==> src/rtl/ps2_rx_fifo.sv <==
// PS/2 keyboard receiver: pin synchronisers, glitch filter, 11-bit deframer, E0/F0 prefix folding, show-ahead event FIFO.
// Optional build macro PS2_PARITY_EN enables odd-parity and stop-bit checking of each frame.
module ps2_rx_filter #(
  parameter int CYCLES = 4
) (
  input  logic clk,
  input  logic rst,
  input  logic in,
  output logic out
);
  localparam int CW = $clog2(CYCLES + 1);

  logic [CW-1:0] cnt;

  // out only moves after in has disagreed with it for CYCLES consecutive clocks
  always_ff @(posedge clk or posedge rst) begin
    if (rst) begin
      cnt <= '0;
      out <= 1'b1;
    end else if (in == out) begin
      cnt <= '0;
    end else if (cnt == CW'(CYCLES - 1)) begin
      cnt <= '0;
      out <= in;
    end else begin
      cnt <= cnt + 1'b1;
    end
  end
endmodule

module ps2_rx_fifo #(
  parameter int SYNC_STAGES    = 3,
  parameter int GLITCH_CYCLES  = 4,
  parameter int TIMEOUT_CYCLES = 100000,
  parameter int FIFO_DEPTH     = 8,
  localparam int AW            = $clog2(FIFO_DEPTH)
) (
  input  logic          clk,
  input  logic          rst,
  input  logic          ps2_clk,
  input  logic          ps2_data,
  input  logic          rd_en,
  output logic [9:0]    dout,
  output logic          empty,
  output logic          full,
  output logic [AW:0]   count,
  output logic          overflow,
  output logic          frame_err,
  input  logic          clr_err
);
  localparam int TW = $clog2(TIMEOUT_CYCLES + 1);

  localparam logic [1:0] IDLE   = 2'd0;
  localparam logic [1:0] DATA   = 2'd1;
  localparam logic [1:0] PARITY = 2'd2;
  localparam logic [1:0] STOP   = 2'd3;

  logic [SYNC_STAGES-1:0] clk_sync, data_sync;
  logic                   clk_f, data_f, clk_f_d, fall;

  always_ff @(posedge clk or posedge rst) begin
    if (rst) begin
      clk_sync  <= '0;
      data_sync <= '0;
      clk_f_d   <= 1'b1;
    end else begin
      clk_sync  <= {clk_sync[SYNC_STAGES-2:0], ps2_clk};
      data_sync <= {data_sync[SYNC_STAGES-2:0], ps2_data};
      clk_f_d   <= clk_f;
    end
  end

  // data gets the identical filter so it stays aligned with the filtered clock
  ps2_rx_filter #(.CYCLES(GLITCH_CYCLES)) u_clk_filt (
    .clk(clk), .rst(rst), .in(clk_sync[SYNC_STAGES-1]), .out(clk_f)
  );
  ps2_rx_filter #(.CYCLES(GLITCH_CYCLES)) u_data_filt (
    .clk(clk), .rst(rst), .in(data_sync[SYNC_STAGES-1]), .out(data_f)
  );

  assign fall = clk_f_d & ~clk_f;

  logic [1:0]    state;
  logic [2:0]    bit_cnt;
  logic [7:0]    shreg;
  logic          parity_bit;
  logic [TW-1:0] to_cnt;
  logic          expand, brk;
  logic          push_q;
  logic [9:0]    push_data;
  logic          frame_ok, abort, err_set;

`ifdef PS2_PARITY_EN
  assign frame_ok = (^{shreg, parity_bit}) & data_f;
`else
  logic unused_parity;
  assign unused_parity = parity_bit;
  assign frame_ok      = 1'b1;
`endif

  assign abort   = !fall && (state != IDLE) && (to_cnt == TW'(TIMEOUT_CYCLES - 1));
  assign err_set = abort | (fall && (state == STOP) && !frame_ok);

  always_ff @(posedge clk or posedge rst) begin
    if (rst) begin
      state      <= IDLE;
      bit_cnt    <= '0;
      shreg      <= '0;
      parity_bit <= 1'b0;
      to_cnt     <= '0;
      expand     <= 1'b0;
      brk        <= 1'b0;
      push_q     <= 1'b0;
      push_data  <= '0;
    end else begin
      push_q <= 1'b0;
      if (fall) begin
        to_cnt <= '0;
        case (state)
          IDLE: if (!data_f) begin
            state   <= DATA;
            bit_cnt <= '0;
          end
          DATA: begin
            shreg <= {data_f, shreg[7:1]};
            if (bit_cnt == 3'd7) state <= PARITY;
            else bit_cnt <= bit_cnt + 1'b1;
          end
          PARITY: begin
            parity_bit <= data_f;
            state      <= STOP;
          end
          default: begin
            state <= IDLE;
            if (!frame_ok) begin
              expand <= 1'b0;
              brk    <= 1'b0;
            end else if (shreg == 8'hE0) begin
              expand <= 1'b1;
            end else if (shreg == 8'hF0) begin
              brk <= 1'b1;
            end else begin
              push_q    <= 1'b1;
              push_data <= {expand, brk, shreg};
              expand    <= 1'b0;
              brk       <= 1'b0;
            end
          end
        endcase
      end else if (state == IDLE) begin
        to_cnt <= '0;
      end else if (abort) begin
        state  <= IDLE;
        to_cnt <= '0;
        expand <= 1'b0;
        brk    <= 1'b0;
      end else begin
        to_cnt <= to_cnt + 1'b1;
      end
    end
  end

  logic [9:0]    mem [FIFO_DEPTH];
  logic [AW-1:0] wr_ptr, rd_ptr;
  logic          do_wr, do_rd, ovf_set;

  assign empty   = (count == '0);
  assign full    = (count == (AW+1)'(FIFO_DEPTH));
  assign do_rd   = rd_en & ~empty;
  // a full FIFO still accepts a push when the same cycle pops
  assign do_wr   = push_q & (~full | rd_en);
  assign ovf_set = push_q & full & ~rd_en;
  assign dout    = mem[rd_ptr];

  always_ff @(posedge clk or posedge rst) begin
    if (rst) begin
      for (int i = 0; i < FIFO_DEPTH; i++) mem[i] <= '0;
      wr_ptr <= '0;
      rd_ptr <= '0;
      count  <= '0;
    end else begin
      if (do_wr) begin
        mem[wr_ptr] <= push_data;
        wr_ptr      <= wr_ptr + 1'b1;
      end
      if (do_rd) rd_ptr <= rd_ptr + 1'b1;
      case ({do_wr, do_rd})
        2'b10:   count <= count + 1'b1;
        2'b01:   count <= count - 1'b1;
        default: count <= count;
      endcase
    end
  end

  // a set event in the same cycle as clr_err keeps the flag high
  always_ff @(posedge clk or posedge rst) begin
    if (rst) begin
      overflow  <= 1'b0;
      frame_err <= 1'b0;
    end else begin
      if (ovf_set)      overflow <= 1'b1;
      else if (clr_err) overflow <= 1'b0;
      if (err_set)      frame_err <= 1'b1;
      else if (clr_err) frame_err <= 1'b0;
    end
  end
endmodule

==> config.mk <==
export PLATFORM = sky130hd
export DESIGN_NAME = ps2_rx_fifo
export DESIGN_NICKNAME = d
export VERILOG_FILES = /design/src/rtl/ps2_rx_fifo.sv
export SDC_FILE = /design/constraint.sdc
export NUM_CORES = 1
export LEC_CHECK = 0
export CAP_MARGIN = 5
export CORE_ASPECT_RATIO = 0.8
export CORE_MARGIN = 4
export CORE_UTILIZATION = 35
export DETAILED_ROUTE_END_ITERATION = 8
export SLEW_MARGIN = 15
export SYNTH_ARGS = -nofsm -noshare
export SYNTH_HDL_FRONTEND = slang
export SYNTH_SLANG_ARGS = --single-unit
==> constraint.sdc <==
create_clock -name clk -period 5.9 [get_ports clk]
set_input_delay 0.59 -clock clk [delete_from_list [all_inputs] [get_ports clk]]
set_output_delay 0.59 -clock clk [all_outputs]
set_load 0.01 [all_outputs]
==> results.txt <==
Status: finished, final reports clean
Worst-case clock buffer depth: 2
Sw Ratio: 30.82%
Worst-margin pin slew: 0.8502 ns
Core box area: 0.01903 mm2
# fillers: 1769
Register area: 0.003757 mm2
# Max-Cap Violations: 0
Net Switching: 0.9620 mW
Final instance area: 0.007883 mm2
Chip width: 163.8 um
YS warnings: 0
Worst path max stage delay: 0.58 ns
Worst-path clk slew: 0.06 ns
Met3 Use GR: 3.550%
Final setup violating endpoints: 0
Largest net degree at the start of global routing: 97
Tcrit/Tclk final: 52.17%
Most frequent cells in the layout: dfrtp_1 (147), mux2_2 (108), nor2_1 (23), clkdlybuf4s50_1 (23), mux4_2 (20)
Cell Rows: 45
Yosys cell types: 52
Sequential area share after synthesis: 55.29%
Ant. Diodes: 0
Hold path cells: 0
CP max FO: 22
Clock latency on the worst-skew pair: 0.42 ns
Slew headroom: 43.32%
Final worst path period need: 3.078 ns
Resize count post-CTS: 0
Final Hold Fails: 0
R2R setup slack: 2.85 ns
Hold path startpoint: data_sync[1]
Busiest grt layer: met2
Initial antenna violation count: 0
Placed cell count: 752
Post-Syn Nets: 504
Largest area contributor in the netlist: dfrtp_1
Commonest non-fill, non-tap cell in the layout: dfrtp_1
Post-route DRC violation count: 0
DR WL/cell: 16.04 um
Post-Synthesis Cell Area: 0.006795 mm2
Starting DRT DRC Count: 178
Global routing usage on met1: 17.16%
Hold endpoint: data_sync[2]
Syn avg cell area: 14.07 um2
CP startpoint kind: register
Worst r2r path cells: 9
Htree depth: 4
CTS buffer count: 17
Achievable Freq: 324.9 MHz
Count of flip-flops with a built-in enable after synthesis: 0
Final Max Slew Viols: 0
Multi-input gate area: 0.002915 mm2
CP Cell Sequence: buf_4 -> mux4_2 -> mux2_2 -> clkdlybuf4s50_1
Vias per cell: 4.917
DR vias: 3845
GR Util met2: 18.98%
Die area: 0.02172 mm2
Ys flop type: dfrtp_1
Static Leak: 3.613 nW
Yosys reg bits: 150
Worst r2r src: count[0]
Worst min path class: reg2reg
Pwr dens: 395.9 mW/mm2
Ranking of synthesized cells by area: dfrtp_1 (54%), mux2_2 (18%), mux4_2 (6.6%), ha_1 (2.6%), xnor2_1 (2.1%)
Combinational power share: 23.3%
Final WL: 12550 um
CTS tree: yes
Final Non-Filler Cells: 782
Critical Path RT: 5.31 ns
Overall Global Routing Usage: 12.42%
Critical path type: reg2out
VDD IR max: 0.3119 mV
Post-CTS setup buffers: 0
Data arrival, critical path: 2.49 ns
Crit. End Element: output pin
Effective utilization at floorplan: 35.71%
GR Overflow Total: 0
IO Pins: 24
Yosys top cell area share: 54.13%
Placed inst area: 0.007313 mm2
Iteration count of the initial detailed-routing pass: 4
Pint: 2.159 mW
CP max-delay cell: mux4_2
Routability cong.: 0.7444
First-pass GRT wire length: 21170 um
Area delta synth->final: 16.00%
Port Buf Inserts: 23
Clock share of power: 33.4%
# clock sinks: 150
Hold_buf cts: 0
Final net count: 534
Worst Skew: 0.008748 ns
Unrepaired setup endpoints after global routing: no
Worst setup path start: rd_ptr[1]
ANT nets after route: 0
Die height: 132.6 um
Sequential power share: 43.4%
Root Buffer: clkbuf_16
Vias in the first global route: 3954
DP Wirelength: 8199 um
Share of cells above drive strength 1: 33.97%
RR Endpoint: count[3]
Async set-or-reset flop fraction in the synthesized netlist: 100.0%
Post-Syn Instances: 483
TNS Setup: 0 ns
[cells by family (layout without fill, tap and decap cells)]
family	after synthesis	after routing	share of synthesized area [%]
compound gates	25	25	2.467
xor+xnor	21	21	2.707
fa+ha+maj	15	15	2.872
buf+inv	30	71	1.804
flops	150	150	55.29
mux	131	131	24.97
simple gates	111	111	9.888
[area by class of cell]
cell class | instances | share of cell area (%)
inverters | 14 | 0.7302
clock buffers | 19 | 5.619
well taps | 258 | 4.095
multi-input cells | 303 | 36.98
clock inverters | 11 | 1.603
flip-flops and latches | 150 | 47.67
repair buffers | 27 | 3.302
[worst max path at each step]
stage | endpoint | cells after the start
2_1_floorplan | bit_cnt[0] | 1
3_3_place_gp | count[3] | 9
3_5_place_dp | count[3] | 9
4_1_cts | dout[7] | 4
5_1_grt | count[3] | 9
6_report | dout[6] | 4
[layer usage]
layer | up-vias | share of wire [%]
li1 | 1836 | -
met1 | 1955 | 49
met2 | 45 | 47
met3 | 9 | 2.8
met4 | 0 | 1.1
met5 | - | 0
[cell usage after synthesis (all sizes together) (2+ instances only)]
cell type and instances:
xnor2 16, nand4 8, ha 14, nor2b 5, nor4 7, o22ai 2
dfrtp 147, nor2 23, mux2 108, or4 2, o22a 2, nand2b 6
nor3b 4, xor2 5, inv 14, dfstp 3, mux4 20, buf 8
o21ai 7, clkbuf 8, nand4b 2, and3 2, a21oi 3, nand2 17
a21o 2, and4 2, nor3 6, nand3 19, or3 3, mux2i 3
[power by group through the flow]
stage	combinational (mW)	sequential, mW	clock [mW]
final	0.727	1.35	1.04
after global routing	0.811	1.38	1.12
after CTS	0.741	1.35	1.07
after detailed placement	0.737	1.37	0
after global placement	0.713	1.36	0
after floorplan	0.579	1.30	0
[flip-flops by register name (all words and copies together), names as in the netlist, 2 cells and up]
register,flops
state,2
bit_cnt,3
push_data,10
shreg,8
u_clk_filt.cnt,3
count,4
to_cnt,17
clk_sync,3
wr_ptr,3
rd_ptr,3
mem,80
data_sync,3
u_data_filt.cnt,3
[worst max-delay path: cells and delay by family, from the launching register on]
family	cells	cell delay (ns)
buf+inv	2	0.84
mux	2	0.89
flops	1	0.33
[through the flow]
stage,total power [mW],hold slack [ns],worst slack (ns),utilization (%)
after floorplan,1.878,0.3312,1.279,-
after global placement,2.070,0.3343,2.660,38.43
after detailed placement,2.108,0.3347,2.617,38.43
after CTS,3.168,0.3483,2.768,41.42
after global routing,3.307,0.3514,2.634,41.42
final,3.121,0.3472,2.822,41.42
No activity file was read; power rests on OpenSTA's default activity.
